===== src/rtl/mem_access_stage.sv =====
// Load/store stage in front of the data memory: one request in flight,
// drives memory strobes, returns a registered result to writeback.
// Ports: clk, reset_n; req_* handshake from execute; mem_* to the data
// memory; wb_* handshake and result fields to the writeback stage.
module mem_access_stage #(
   parameter int MEM_DEPTH   = 8,
   parameter int WAIT_CYCLES = 1,
   parameter int REG_W       = 3
) (
   input  logic             clk,
   input  logic             reset_n,
   input  logic             req_valid,
   output logic             req_ready,
   input  logic             req_is_store,
   input  logic [15:0]      req_addr,
   input  logic [15:0]      req_wdata,
   input  logic [REG_W-1:0] req_rd,
   output logic [15:0]      mem_access_addr,
   output logic [15:0]      mem_write_data,
   output logic             mem_write_en,
   output logic             mem_read,
   input  logic [15:0]      mem_read_data,
   output logic             wb_valid,
   input  logic             wb_ready,
   output logic [15:0]      wb_data,
   output logic [REG_W-1:0] wb_rd,
   output logic             wb_we,
   output logic             wb_err
);

   typedef enum logic [1:0] {
      IDLE,
      STORE,
      LOAD,
      RESP
   } state_t;

   state_t state;
   state_t state_nxt;

   logic [15:0]      addr_q;
   logic [15:0]      wdata_q;
   logic [REG_W-1:0] rd_q;
   logic [3:0]       cnt;
   logic             in_range;
   logic             accept;

   // Full-width compare: high address bits must never alias a legal word.
   assign in_range = {1'b0, req_addr} < 17'(MEM_DEPTH);
   assign accept   = (state == IDLE) && req_valid;

   always_ff @(posedge clk or negedge reset_n) begin
      if (!reset_n) begin
         state <= IDLE;
      end else begin
         state <= state_nxt;
      end
   end

   always_comb begin
      state_nxt = state;
      case (state)
         IDLE: begin
            if (req_valid) begin
               if (!in_range) begin
                  state_nxt = RESP;
               end else if (req_is_store) begin
                  state_nxt = STORE;
               end else begin
                  state_nxt = LOAD;
               end
            end
         end
         STORE: state_nxt = RESP;
         LOAD: begin
            if (cnt == 4'd0) begin
               state_nxt = RESP;
            end
         end
         RESP: begin
            if (wb_ready) begin
               state_nxt = IDLE;
            end
         end
         default: state_nxt = IDLE;
      endcase
   end

   always_ff @(posedge clk or negedge reset_n) begin
      if (!reset_n) begin
         addr_q  <= '0;
         wdata_q <= '0;
         rd_q    <= '0;
         cnt     <= '0;
         wb_data <= '0;
         wb_we   <= 1'b0;
         wb_err  <= 1'b0;
      end else if (accept) begin
         addr_q  <= req_addr;
         wdata_q <= req_wdata;
         rd_q    <= req_rd;
         cnt     <= 4'(WAIT_CYCLES);
         wb_data <= '0;
         wb_we   <= 1'b0;
         wb_err  <= !in_range;
      end else if (state == LOAD) begin
         if (cnt == 4'd0) begin
            wb_data <= mem_read_data;
            wb_we   <= 1'b1;
         end else begin
            cnt <= cnt - 4'd1;
         end
      end
   end

   // Strobes decode straight from the state register so reset kills
   // them without waiting for a clock edge.
   assign req_ready       = (state == IDLE);
   assign mem_write_en    = (state == STORE);
   assign mem_read        = (state == LOAD);
   assign wb_valid        = (state == RESP);
   assign mem_access_addr = addr_q;
   assign mem_write_data  = wdata_q;
   assign wb_rd           = rd_q;

endmodule


===== config.mk =====
export PLATFORM = sky130hd
export DESIGN_NAME = mem_access_stage
export DESIGN_NICKNAME = d
export VERILOG_FILES = /design/src/rtl/mem_access_stage.sv
export SDC_FILE = /design/constraint.sdc
export NUM_CORES = 1
export LEC_CHECK = 0
export CORE_ASPECT_RATIO = 1.5
export CORE_MARGIN = 5
export CORE_UTILIZATION = 45
export DETAILED_ROUTE_END_ITERATION = 8
export PLACE_DENSITY = 0.94
export SYNTH_ARGS = -nofsm -noshare
export SYNTH_HDL_FRONTEND = slang
export SYNTH_SLANG_ARGS = --single-unit

===== constraint.sdc =====
create_clock -name clk -period 2.9 [get_ports clk]
set_input_delay 0.58 -clock clk [delete_from_list [all_inputs] [get_ports clk]]
set_output_delay 0.58 -clock clk [all_outputs]
set_load 0.005 [all_outputs]

# Word-level counts from Yosys, hierarchy flattened
# Index checks and enable logic that the tools add are counted.
# word_totals
register_bits	59
inputBits	56
out_inout_bits	57
word_cells	41
# classes
n_addsub	1
magnitude_cmp	1
n_eq_ne	7
n_mux	15
n_reduce_logical	9
# op_table
op	n
2-to-1 mux 16 bit	3
< comparator 16 x 4 -> 1 bit (second input constant)	1
2-to-1 mux 4 bit	3
2-to-1 mux 2 bit	5
case mux 2 bit (4 select lines)	1
equality test 2 bit (second input constant)	2
zero test 4 bit	1
!= test 2 x 1 -> 1 bit (second input constant)	2
!= test 2 bit (second input constant)	2
AND reduction 2 bit	2
nonzero test 2 bit	2
subtractor 4 x 1 -> 4 bit (second input constant)	1
2-to-1 mux 1 bit	3
AND reduction 3 bit	1
equality test 2 x 1 -> 1 bit (second input constant)	1
zero test 2 bit	1
logical AND 1 bit	1
zero test 1 bit	1

# Depth between registers and ports, before layout
# Gate-level depths: netlist (run 1).
# depth
ltp_word	4
ltp_mapped	7
mapped_depth_nobuf	5

# Worst setup path before layout (run 1)
# OpenSTA, ideal clock, no wires.
# synth_path
path_kind	reg-to-reg
start	register cnt[0]
end	register state[0]
setup_ns	0.082
arrival_time_ns	1.637
required_ns	2.818
slack_ns	1.181
path_stages_with_launch	7
n_path_buf	1
synth_period_minus_slack_ns	1.719
path_cell_list	dfrtp_1 inv_1 ha_1 or3b_1 buf_6 a2111o_1 o22ai_1
# synth_via
elab_chain_cells	3
# synth_rtl
element	line	rtl
start, declared	44	logic [3:0] cnt;
start signal, assigned	102	cnt <= 4'(WAIT_CYCLES);
start signal, assigned	111	cnt <= cnt - 4'd1;
zero test 4 bit	76	if (cnt == 4'd0) begin
!= test 2 x 1 -> 1 bit (no line)	--	
AND reduction 3 bit (no line)	--	
end signal, assigned	56	state <= state_nxt;
end, declared	38	state_t state;
# Every way passes these cells.
# A chain may end at the register's enable or synchronous reset.

# Final worst setup path (run 1)
# layout_path
start	register state[0]
end	output port mem_read
# layout_via
elab_chain_cells	1
# layout_rtl
element	line	rtl
equality test 2 bit	120	assign mem_read = (state == LOAD);
end, declared	21	output logic mem_read,
# Every way passes these cells.

==> out/qor.csv, run 1 <==
metric;value;unit
wl_per_cell;14.4;um
yosysWarnings;0;
synth_fp_nets;339;
dr.first_iter.drc_count;94;
rsz0062_at_grt;false;
worst_slew_pin_slew;733;ps
io_buffers;112;
cp-end-kind;output port;
nNetsFinal;451;
timing.slew.headroom;51.1;%
placed_area;3680;sq um
vias;2307;
setup_tns;0;ps
postSynthCellCount;276;
vias_per_cell;4.99;
drive_gt1_share;6.63;%
cap_violations;0;
final_cell_mix;nand2_1 (138), clkdlybuf4s50_1 (111), dfrtp_1 (59);
whs;394;ps
worstPathRequired;2320;ps
slew_violations;0;
ioPinCount;113;
synth.ff_latch_count;59;
die_x;70.8;um
path_class;flip-flop to output port;
fillers;418;
num_rows;33;
ant_nets;0;
antenna_found_initial;0;
hold_violations;0;
cts_tree;done;
fin_skew;8.36;ps
critical_path.startpoint_type;flip-flop;
grt_max_degree;60;
htree_levels;3;
cts_resized;0;
route.detailed.drc;0;
finalCritPeriodShare;85.3;%
die_y;101;um
die-area;7170;sq um
stdcell_area;3890;sq um
cts_setup_buffers;0;
synth_seq_area_share;59.1;%
wirelength;6640;um
coreArea;5450;sq um
finalSetupViolations;0;
hpwl;4950;um
num_antenna_cells;0;
postSynthAreaPerCell;9.05;sq um
max_freq;404;MHz
power_leakage;1.81;nW
initial_core_util;45.8;%
p_per_area;1010;nW/um^2
ys_types;31;
worstHoldPathType;primary input to async pin;
cts_made_buffers;9;
root_buffer;clkbuf_8;
clock_sinks;59;
grt_pass1_wl;11500;um
clk_latency;330;ps
syn_to_final_growth;56.0;%
path_clk_slew;70;ps
grt_pass1_vias;2518;
crit_path_max_fanout;13;
post-route-util;71.5;%
min_period;2470;ps
firstDrtPassIters;4;
gp_congestion;0.732;
clock_path_buffers;2;
track_usage;20.2;%
mostFrequentLayoutCell;nand2_1;
cp.arrival;1890;ps
status;complete, no violations;
synth_area;2500;sq um
gr-total-overflow;0;
cts_hold_buffers;0;
peakVddDrop;606;uV
[cell type report]
type                    instances  area [sq um]  share of cell area (%)
clock inverters                 5          77.6                    1.99
well taps                      70          87.6                    2.25
multi-input cells             197           938                    24.1
inverters                       5          18.8                   0.482
repair buffers                116          1160                    29.7
flip-flops and latches         59          1480                    37.9
clock buffers                  10           138                    3.53
[routing by layer]
layer	global-route usage (%)	share of wire (%)	up-vias
met5	0	0	-
met4	7.53	1.5	0
met3	8.24	8.3	9
met2	34.7	54	77
met1	22.5	36	1112
li1	-	-	1109
[where the power goes]
group | total (mW) | switching [mW] | internal, mW | leakage [nW]
Sequential | 1.42 | 0.214 | 1.20 | 0.751
Combinational | 1.70 | 0.720 | 0.977 | 0.952
Clock | 0.810 | 0.311 | 0.499 | 0.108
[synthesized netlist by cell type, drive strengths merged]
master / count / share of area (%)
a2111o: 1 / 0.45
a211oi: 2 / 0.60
a21bo: 1 / 0.40
a21oi: 20 / 4.0
a311oi: 1 / 0.35
a41o: 1 / 0.45
and2: 1 / 0.25
and2b: 1 / 0.30
and3: 1 / 0.30
and4bb: 1 / 0.50
buf: 3 / 0.80
clkbuf: 12 / 1.8
dfrtp: 59 / 59
ha: 7 / 3.5
inv: 5 / 0.75
nand2: 138 / 21
nand4b: 1 / 0.35
nand4bb: 1 / 0.45
nor2: 6 / 0.90
nor2b: 1 / 0.25
nor3: 1 / 0.20
nor4: 3 / 0.75
o21ai: 1 / 0.20
o22ai: 2 / 0.50
or3: 1 / 0.25
or3b: 1 / 0.35
or4: 2 / 0.60
or4b: 1 / 0.40
or4bb: 1 / 0.45
[state kept, by name, indices dropped and copies added, names as in the netlist]
signal / count
mem_access_addr: 16
mem_write_data: 16
wb_data: 16
cnt: 4
wb_rd: 3
state: 2
wb_err: 1
wb_we: 1
[metrics by stage]
stage                     power [mW]  setup slack [ps]  cells
after detailed placement        3.14               675    447
after global routing            4.23               314    462
after CTS                       3.97               417    462
after global placement          3.06               734    447
final                           3.92               427    462
after floorplan                 2.12              1180    276
[logic make-up after synthesis]
| family | synth area share [%] |
|---|---|
| and+or+nand+nor | 27.1 |
| DFF | 59.1 |
| AOI/OAI and AO/OA | 6.96 |
| buffers and inverters | 3.36 |
| adders and majority gates | 3.51 |
[path summary, 6_finish.rpt]
| check | to | cells past startpoint | from | slack (ps) |
|---|---|---|---|---|
| min | mem_access_addr[10] | 2 | reset_n | 390 |
| max | mem_read | 3 | state[0] | 430 |
| min reg2reg | mem_write_data[11] | 2 | mem_write_data[11] | 480 |
| min in group clk | mem_write_data[11] | 2 | mem_write_data[11] | 480 |
| max reg2reg | wb_data[15] | 5 | state[0] | 840 |
| max in group asynchronous | wb_data[14] | 2 | reset_n | 2020 |
[worst max-delay path, cell delays in order, from the launching register on]
cell and delay, ps:
dfrtp_1 400, inv_1 130, ha_1 440, clkdlybuf4s50_1 600
(Power assumes the default switching activity.)
==> run 2, diff against run 1 <==
- REMOVE_ABC_BUFFERS: unset -> 1
==> out/qor.csv, run 2 (synthesized netlist as in run 1, its figures left out) <==
metric;value;unit
syn_to_final_growth;54.9;%
cp.arrival;1900;ps
fin_skew;7.77;ps
die_x;70.8;um
io_buffers;112;
clock_path_buffers;2;
critPathSlowestCell;clkdlybuf4s50_1;
route.detailed.drc;0;
vias_per_cell;4.96;
cts_made_buffers;9;
nNetsFinal;451;
wirelength;6750;um
path_clk_slew;60;ps
grt_max_degree;46;
dr.first_iter.drc_count;145;
htree_levels;3;
critical_path.startpoint_type;flip-flop;
vias;2291;
path_cells;inv_1 -> ha_1 -> clkdlybuf4s50_1;
setup_tns;0;ps
cp-end-kind;output port;
cap_violations;0;
crit_path_max_fanout;13;
slew_violations;0;
multi_input_area;938;sq um
critical-path-top-delay-family;buffers and inverters;
track_usage;19.8;%
hold_violations;0;
min_period;2480;ps
die-area;7170;sq um
ioPinCount;113;
finalCritPeriodShare;85.4;%
status;complete, no violations;
root_buffer;clkbuf_8;
worst_slew_pin_slew;974;ps
final_cell_mix;nand2_1 (138), clkdlybuf4s50_1 (111), dfrtp_1 (59);
grt_pass1_wl;11100;um
fillers;433;
clock_sinks;59;
timing.slew.headroom;35.1;%
worstPathRequired;2320;ps
die_y;101;um
ant_nets;0;
gr-total-overflow;0;
drive_gt1_share;6.63;%
grt_pass1_vias;2387;
rsz0062_at_grt;false;
crit_path_max_incr_delay;580;ps
p_per_area;997;nW/um^2
wl_per_cell;14.6;um
hpwl;5130;um
initial_core_util;45.8;%
clk_latency;320;ps
p_total;3.86;mW
gp_congestion;0.870;
power_leakage;1.80;nW
cts_setup_buffers;0;
seqCellArea;1480;sq um
cts_hold_buffers;0;
peakVddDrop;500;uV
max_freq;404;MHz
critPathBufInv;2;
path_class;flip-flop to output port;
num_antenna_cells;0;
firstDrtPassIters;4;
coreArea;5450;sq um
num_rows;33;
mostFrequentLayoutCell;nand2_1;
cts_resized;0;
cts_tree;done;
finalSetupViolations;0;
worstHoldPathType;primary input to async pin;
antenna_found_initial;0;
[run 2: area by class of cell]
type	instances	share of cell area, %
Inverter	5	0.485
Sequential cell	59	38.2
Clock inverter	4	1.29
Clock buffer	11	3.91
Tap cell	70	2.26
Timing Repair Buffer	116	29.6
Multi-Input combinational cell	197	24.3
[run 2: per-stage QoR]
| stage | std cells | util, % | hold WS (ps) | setup slack, ps | cell area, sq um |
|---|---|---|---|---|---|
| floorplan | 261 | - | 284 | 693 | 2430 |
| global placement | 447 | 67.3 | 456 | 729 | 3670 |
| detailed placement | 447 | 67.3 | 462 | 693 | 3670 |
| CTS | 462 | 71.0 | 431 | 435 | 3870 |
| global route | 462 | 71.0 | 494 | 294 | 3870 |
| finish | 462 | 71.0 | 414 | 423 | 3870 |
[run 2: final timing paths]
path                                      to  slack, ps  cells past startpoint               from
setup / recovery                    mem_read        420                      3           state[0]
hold / removal                        cnt[0]        410                      1            reset_n
setup reg to reg                  wb_data[8]        860                      5           state[0]
hold reg to reg            mem_write_data[8]        470                      2  mem_write_data[8]
max in group asynchronous  mem_write_data[8]       1710                      2            reset_n
min in group clk           mem_write_data[8]        470                      2  mem_write_data[8]
[run 2: routing by layer]
layer	track usage [%]	share of wire (%)
met5	0	0
met4	8.54	2.4
met3	7.35	6.7
met2	34.0	53
met1	21.8	38
[run 2: power by group]
group | internal, mW | leakage [nW] | total, mW | switching, mW
clock | 0.437 | 0.0974 | 0.740 | 0.303
sequential | 1.20 | 0.751 | 1.42 | 0.218
combinational | 0.966 | 0.950 | 1.69 | 0.728
